===== config.mk =====
export PLATFORM = sky130hd
export DESIGN_NAME = sdf_top
export DESIGN_NICKNAME = d
export VERILOG_FILES = /design/src/rtl/sdf_pkg.sv /design/src/rtl/sdf_cu.sv /design/src/rtl/sdf_stage.sv /design/src/rtl/sdf_top.sv
export SDC_FILE = /design/constraint.sdc
export NUM_CORES = 2
export LEC_CHECK = 0
export CORE_MARGIN = 5
export CORE_UTILIZATION = 60
export DETAILED_ROUTE_END_ITERATION = 16
export MAX_ROUTING_LAYER = met4
export PLACE_DENSITY_LB_ADDON = 0.12
export SETUP_SLACK_MARGIN = 0.5
export SKIP_CTS_REPAIR_TIMING = 1
export SLEW_MARGIN = 20
export SYNTH_ARGS = -nofsm -noshare
export SYNTH_HDL_FRONTEND = slang
export SYNTH_SLANG_ARGS = --single-unit

===== constraint.sdc =====
create_clock -name clk -period 68.7 [get_ports clk]
set_clock_uncertainty 0.15 [all_clocks]
set_input_delay 10.305 -clock clk [delete_from_list [all_inputs] [get_ports clk]]
set_output_delay 10.305 -clock clk [all_outputs]
set_load 0.02 [all_outputs]

===== src/rtl/sdf_pkg.sv =====
`default_nettype none
// ============================================================================
// Module   : sdf_pkg
// Purpose  : Constants, twiddle ROM and modular arithmetic for the 64-point
//            mod-7681 SDF number-theoretic transform.
// Revision : 1.0
// ============================================================================
package sdf_pkg;

    localparam int Q     = 7681;
    localparam int N     = 64;
    localparam int LOG2N = 6;
    localparam int OMEGA = 5413;

    localparam int Q_W   = 13;
    localparam int TW_AW = LOG2N - 1;

    localparam logic [Q_W:0] Q_EXT = (Q_W + 1)'(Q);

    localparam int PROD_W    = 2 * Q_W;
    localparam int BARRETT_K = PROD_W;
    localparam int BARRETT_M = (1 << BARRETT_K) / Q;
    localparam int PM_W      = PROD_W + Q_W + 1;
    localparam int QH_W      = PM_W - BARRETT_K;

    // w^0 .. w^31 for w = OMEGA
    localparam logic [Q_W-1:0] TWIDDLE [0:N/2-1] = '{
        13'd1,    Q_W'(OMEGA), 13'd5235, 13'd1846, 13'd7098, 13'd1112, 13'd5033, 13'd6803,
        13'd1925, 13'd4589,    13'd7584, 13'd4928, 13'd6832, 13'd5282, 13'd2784, 13'd7351,
        13'd3383, 13'd675,     13'd5300, 13'd365,  13'd1728, 13'd5887, 13'd5543, 13'd2273,
        13'd6468, 13'd1286,    13'd2132, 13'd3654, 13'd527,  13'd3000, 13'd1366, 13'd5036
    };

    function automatic logic [Q_W-1:0] mod_add(input logic [Q_W-1:0] a, input logic [Q_W-1:0] b);
        logic [Q_W:0] s;
        s = {1'b0, a} + {1'b0, b};
        if (s >= Q_EXT)
            s = s - Q_EXT;
        return Q_W'(s);
    endfunction

    function automatic logic [Q_W-1:0] mod_sub(input logic [Q_W-1:0] a, input logic [Q_W-1:0] b);
        logic [Q_W:0] s;
        s = {1'b0, a} - {1'b0, b};
        if (a < b)
            s = s + Q_EXT;
        return Q_W'(s);
    endfunction

    // Barrett with a full-width product: the quotient estimate is at most one
    // short, so a single conditional subtract lands in [0, q-1].
    function automatic logic [Q_W-1:0] mod_mul(input logic [Q_W-1:0] a, input logic [Q_W-1:0] b);
        logic [PROD_W-1:0] p;
        logic [PM_W-1:0]   pm;
        logic [QH_W-1:0]   qhat;
        logic [PROD_W-1:0] r;
        p    = {{Q_W{1'b0}}, a} * {{Q_W{1'b0}}, b};
        pm   = {{(PM_W-PROD_W){1'b0}}, p} * PM_W'(BARRETT_M);
        qhat = QH_W'(pm >> BARRETT_K);
        r    = p - PROD_W'(qhat) * PROD_W'(Q);
        if (r >= PROD_W'(Q))
            r = r - PROD_W'(Q);
        return Q_W'(r);
    endfunction

endpackage
`default_nettype wire


===== src/rtl/sdf_cu.sv =====
`default_nettype none
// ============================================================================
// Module   : sdf_cu
// Purpose  : Frame counter (one frame = 64 inputs + 64 outputs) and the
//            registered last-output pulse.
// Revision : 1.0
// ============================================================================
module sdf_cu #(
    parameter int CNT_W = 7
) (
    input  logic             clk,
    input  logic             rst_n,
    input  logic             i_enable,
    output logic [CNT_W-2:0] o_phase,
    output logic             o_done_tick
);

    localparam logic [CNT_W-1:0] c_pre_last = {{(CNT_W-1){1'b1}}, 1'b0};

    logic [CNT_W-1:0] counter;

    // done_tick is registered alongside the counter so it equals (counter == max)
    always_ff @(posedge clk or negedge rst_n) begin
        if (!rst_n) begin
            counter     <= '0;
            o_done_tick <= 1'b0;
        end else if (i_enable) begin
            counter     <= counter + CNT_W'(1);
            o_done_tick <= (counter == c_pre_last);
        end
    end

    assign o_phase = counter[CNT_W-2:0];

endmodule
`default_nettype wire


===== src/rtl/sdf_stage.sv =====
`default_nettype none
// ============================================================================
// Module   : sdf_stage
// Purpose  : One radix-2 DIF delay-feedback stage: DELAY-deep FIFO, butterfly
//            and twiddle selection.
// Revision : 1.0
// ============================================================================
module sdf_stage
    import sdf_pkg::*;
#(
    parameter int DELAY = 32,
    parameter int STAGE = 0
) (
    input  logic                   clk,
    input  logic                   rst_n,
    input  logic                   i_enable,
    input  logic [LOG2N-STAGE-1:0] i_phase,
    input  logic [Q_W-1:0]         i_data,
    output logic [Q_W-1:0]         o_data
);

    localparam int c_pw = LOG2N - STAGE;

    logic [Q_W-1:0]   r_fifo [DELAY];
    logic [Q_W-1:0]   w_head;
    logic [Q_W-1:0]   w_push;
    logic [TW_AW-1:0] w_tw_idx;
    logic             w_bfly;

    // Phase is counter mod 2*DELAY; the pipeline offset of every stage is a
    // multiple of 2*DELAY, so the shared counter bits can be used directly.
    assign w_head = r_fifo[DELAY-1];
    assign w_bfly = i_phase[c_pw-1];

    if (c_pw > 1) begin : g_tw_idx
        assign w_tw_idx = TW_AW'(i_phase[c_pw-2:0]) << STAGE;
    end else begin : g_tw_zero
        assign w_tw_idx = '0;
    end

    always_comb begin
        w_push = i_data;
        o_data = w_head;
        if (w_bfly) begin
            w_push = mod_mul(mod_sub(w_head, i_data), TWIDDLE[w_tw_idx]);
            o_data = mod_add(w_head, i_data);
        end
    end

    always_ff @(posedge clk or negedge rst_n) begin
        if (!rst_n) begin
            for (int i = 0; i < DELAY; i++)
                r_fifo[i] <= '0;
        end else if (i_enable) begin
            r_fifo[0] <= w_push;
            for (int i = 1; i < DELAY; i++)
                r_fifo[i] <= r_fifo[i-1];
        end
    end

endmodule
`default_nettype wire


===== src/rtl/sdf_top.sv =====
`default_nettype none
// ============================================================================
// Module   : sdf_top
// Purpose  : 64-point mod-7681 DIF NTT, single-path delay feedback. Natural
//            order in, bit-reversed order out, one coefficient per clock.
// Revision : 1.0
// ============================================================================
module sdf_top
    import sdf_pkg::*;
#(
    parameter int DATA_WIDTH = 64,
    parameter int MODULO     = 7681,
    parameter int ADDR_WIDTH = 6
) (
    input  logic                  clk,
    input  logic                  rst_n,
    input  logic                  enable,
    input  logic [DATA_WIDTH-1:0] sdf_in,
    output logic [DATA_WIDTH-1:0] sdf_out,
    output logic                  done_tick
);

    // Arithmetic and ROM are built for one fixed modulus and size
    if (MODULO != Q || ADDR_WIDTH != LOG2N) begin : g_bad_param
        $error("sdf_top supports only MODULO=7681 and ADDR_WIDTH=6");
    end

    logic [LOG2N-1:0]          w_phase;
    logic [LOG2N:0][Q_W-1:0]   w_chain;
    logic                      w_unused_in;

    assign w_chain[0]  = sdf_in[Q_W-1:0];
    assign w_unused_in = ^sdf_in[DATA_WIDTH-1:Q_W];

    sdf_cu #(
        .CNT_W (LOG2N + 1)
    ) cu_dut (
        .clk         (clk),
        .rst_n       (rst_n),
        .i_enable    (enable),
        .o_phase     (w_phase),
        .o_done_tick (done_tick)
    );

    for (genvar s = 0; s < LOG2N; s++) begin : g_stage
        sdf_stage #(
            .DELAY (N >> (s + 1)),
            .STAGE (s)
        ) u_stage (
            .clk      (clk),
            .rst_n    (rst_n),
            .i_enable (enable),
            .i_phase  (w_phase[LOG2N-1-s:0]),
            .i_data   (w_chain[s]),
            .o_data   (w_chain[s+1])
        );
    end

    always_ff @(posedge clk or negedge rst_n) begin
        if (!rst_n)
            sdf_out <= '0;
        else if (enable)
            sdf_out <= DATA_WIDTH'(w_chain[LOG2N]);
    end

endmodule
`default_nettype wire


==> impl_metrics.json <==
{
  "setup_viol": 0,
  "ctsRootBufferMaster": "clkbuf_16",
  "crit_required_ns": 69.05,
  "synth-main-ff-cell": "dfrtp_1",
  "ios": 132,
  "fin_crit_ns": 44.50,
  "r2r_end": "g_stage[4].u_stage.r_fifo[13]",
  "wl_per_cell_um": 18.0,
  "reg2reg_setup_slack_ns": 34.14,
  "cts_max_path_buffers": 3,
  "synth_top_family_by_area": "adder cells",
  "synth_area_per_cell_um2": 9.70,
  "antenna_left": 0,
  "cts_tree": "done",
  "dp_hpwl_mm": 176,
  "row_count": 147,
  "critPathKind": "input port to flop",
  "area_delta_synth_final_pct": 5.50,
  "wl_mm": 218,
  "synth_commonest_cells": "1574 x inv_1, 1444 x ha_1, 840 x dfrtp_1",
  "dr.pass1.iters": 6,
  "crit_buf_inv": 16,
  "ys_seq_area_frac": 0.217,
  "clk_latency_ns": 0.64,
  "syn_area_um2": 96900,
  "coreArea_um2": 161000,
  "worst_path_max_delay_cell": "or4_1",
  "crit_fanout": 15,
  "end_kind": "flop",
  "rr_startpoint": "g_stage[0].u_stage.w_head[0]",
  "rsz0062_at_grt": "no",
  "path_delay_family": "compound AO/OA/AOI/OAI gates",
  "yosys.area_share.simple": 0.106,
  "cts.sinks": 840,
  "grtUsageTotal": 0.267,
  "synthCells": 9994,
  "cts_made_buffers": 82,
  "clkTransAtPathRegs_ns": 0.06,
  "async_flop_share": 1.00,
  "critPathMaxStageDelay_ns": 0.80,
  "synth_top_cell_area_share": 0.217,
  "synth.mux.area_fraction": 0.0946,
  "finalHoldViolCount": 0,
  "setup-tns-final_ns": 0,
  "grt_pass1_vias": 70200,
  "finalCritPeriodShare": 0.648,
  "drt_iter0_drc": 4205,
  "grt_overflow": 0,
  "die_y_um": 412,
  "synth.most_common_cell": "inv_1",
  "dieArea_um2": 170000,
  "yosys_warnings": 0,
  "synth.ff_latch_count": 840,
  "initial_utilization": 0.604,
  "max_cap_violations": 0,
  "via_per_inst": 5.66,
  "synth_fa_ha_area_frac": 0.358,
  "final_max_slew_viol_count": 0,
  "yosysUniqueCellTypes": 111,
  "drc": 0,
  "cp_data_arrival_time_ns": 44.85,
  "grt_pass1_wl_mm": 363,
  "dr_total_vias": 68700,
  "slew_headroom": 0.210,
  "cp-startpoint": "sdf_in[0]",
  "fp.dieW_um": 412,
  "layout.nets": 12300,
  "endpoint": "g_stage[4].u_stage.r_fifo[13]",
  "cts_max_level": 3,
  "numPortBuffers": 29,
  "synth_top_cell_by_area": "dfrtp_1",
  "cp.depth": 142,
  "fmax_ghz": 0.0225,
  "hold_class": "flop to flop",
  "synth_edf_count": 0,
  "r2r_cells": 141,
  "antenna_found_initial": 0,
  "tightest_slew_ns": 1.18,
  "synth_compound_area_frac": 0.0932,
  "globalplace.congestion": 0.941,
  "drive_above_1_share": 0.110,
  "grt_max_degree": 193,
  "synth_area_leaders": "dfrtp_1 22%, ha_1 19%, fa_1 17%",
  "startpoint_type": "input port",
  "synth_xor_xnor_area_share": 0.0547,
  "status": "completed"
}
-- per-layer routing --
metal	vias to the layer above	global-route usage	part of all wire	wire length (um)
li1	33000	-	-	-
met1	34000	0.377	0.47	104000
met2	1415	0.427	0.46	101000
met3	268	0.0237	0.042	9210
met4	0	0.0535	0.020	4440
met5	-	-	0	0
-- worst min-delay path by stage --
stage                                        startpoint                             to  slack (ns)  cells after the start
final                     g_stage[1].u_stage.r_fifo[14]   g_stage[1].u_stage.w_head[1]        0.31                      2
after global routing      g_stage[3].u_stage.r_fifo[49]  g_stage[3].u_stage.r_fifo[49]        0.34                      1
after CTS                 g_stage[1].u_stage.r_fifo[14]   g_stage[1].u_stage.w_head[1]        0.32                      2
after detailed placement              cu_dut.counter[6]              cu_dut.counter[6]        0.32                      1
after global placement                cu_dut.counter[6]              cu_dut.counter[6]        0.30                      1
after floorplan                       cu_dut.counter[6]              cu_dut.counter[6]        0.29                      1
-- cell families after synthesis --
group	after synthesis
buf+inv	1901
fa+ha+maj	2276
simple gates	2185
flops	840
xor+xnor	601
other cells	1
compound gates	1374
mux	816
-- worst reg2reg max path, delay by kind of cell (launching register included) --
kind | cells | cell delay (ns)
muxes | 3 | 1.16
DFF | 1 | 0.39
buffers and inverters | 15 | 1.43
adders and majority gates | 22 | 8.36
and+or+nand+nor | 33 | 6.91
xor gates and xnor gates | 10 | 2.48
AOI/OAI and AO/OA | 58 | 13.53
-- sequential cells by signal, indices dropped and copies added, names as in the netlist --
signal	flops
sdf_out	13
cu_dut.o_done_tick	1
g_stage.u_stage.w_head	65
cu_dut.counter	7
g_stage.u_stage.r_fifo	754
-- cells in the final DEF (no fill, tap or decap), drive strengths merged, types with 125 or more instances in the layout --
cell type and count:
inv 1576, xnor2 398, ha 1444, fa 830, nor2 681, dfrtp 840, xor2 200, a21oi 391
nand3 147, clkbuf 125, mux2 758, nand2 616, and2 131, o21ai 298
-- through the flow --
| step | cells | worst slack (ns) | hold slack, ns | utilization | area [um2] |
|---|---|---|---|---|---|
| 2_1_floorplan | 10000 | 30.17 | 0.291 | - | 97100 |
| 3_3_place_gp | 12000 | 24.26 | 0.305 | 0.618 | 99300 |
| 3_5_place_dp | 12000 | 23.97 | 0.315 | 0.618 | 99300 |
| 4_1_cts | 12100 | 24.43 | 0.320 | 0.636 | 102000 |
| 5_1_grt | 12100 | 21.56 | 0.339 | 0.637 | 102000 |
| 6_report | 12100 | 24.20 | 0.314 | 0.637 | 102000 |
-- layout make-up --
| type | count | area, um2 |
|---|---|---|
| fill | 13300 | 58300 |
| sequential | 840 | 21000 |
| timing repair buffer | 107 | 980 |
| tap | 2160 | 2700 |
| multi-input combinational | 7303 | 68700 |
| inverter | 1581 | 5930 |
| antenna | 1 | 2.50 |
| clock buffer | 125 | 2450 |
| clock inverter | 26 | 398 |
Power is not shown: default switching activity piles up to over one toggle a cycle in this logic, so the estimate is an artifact.
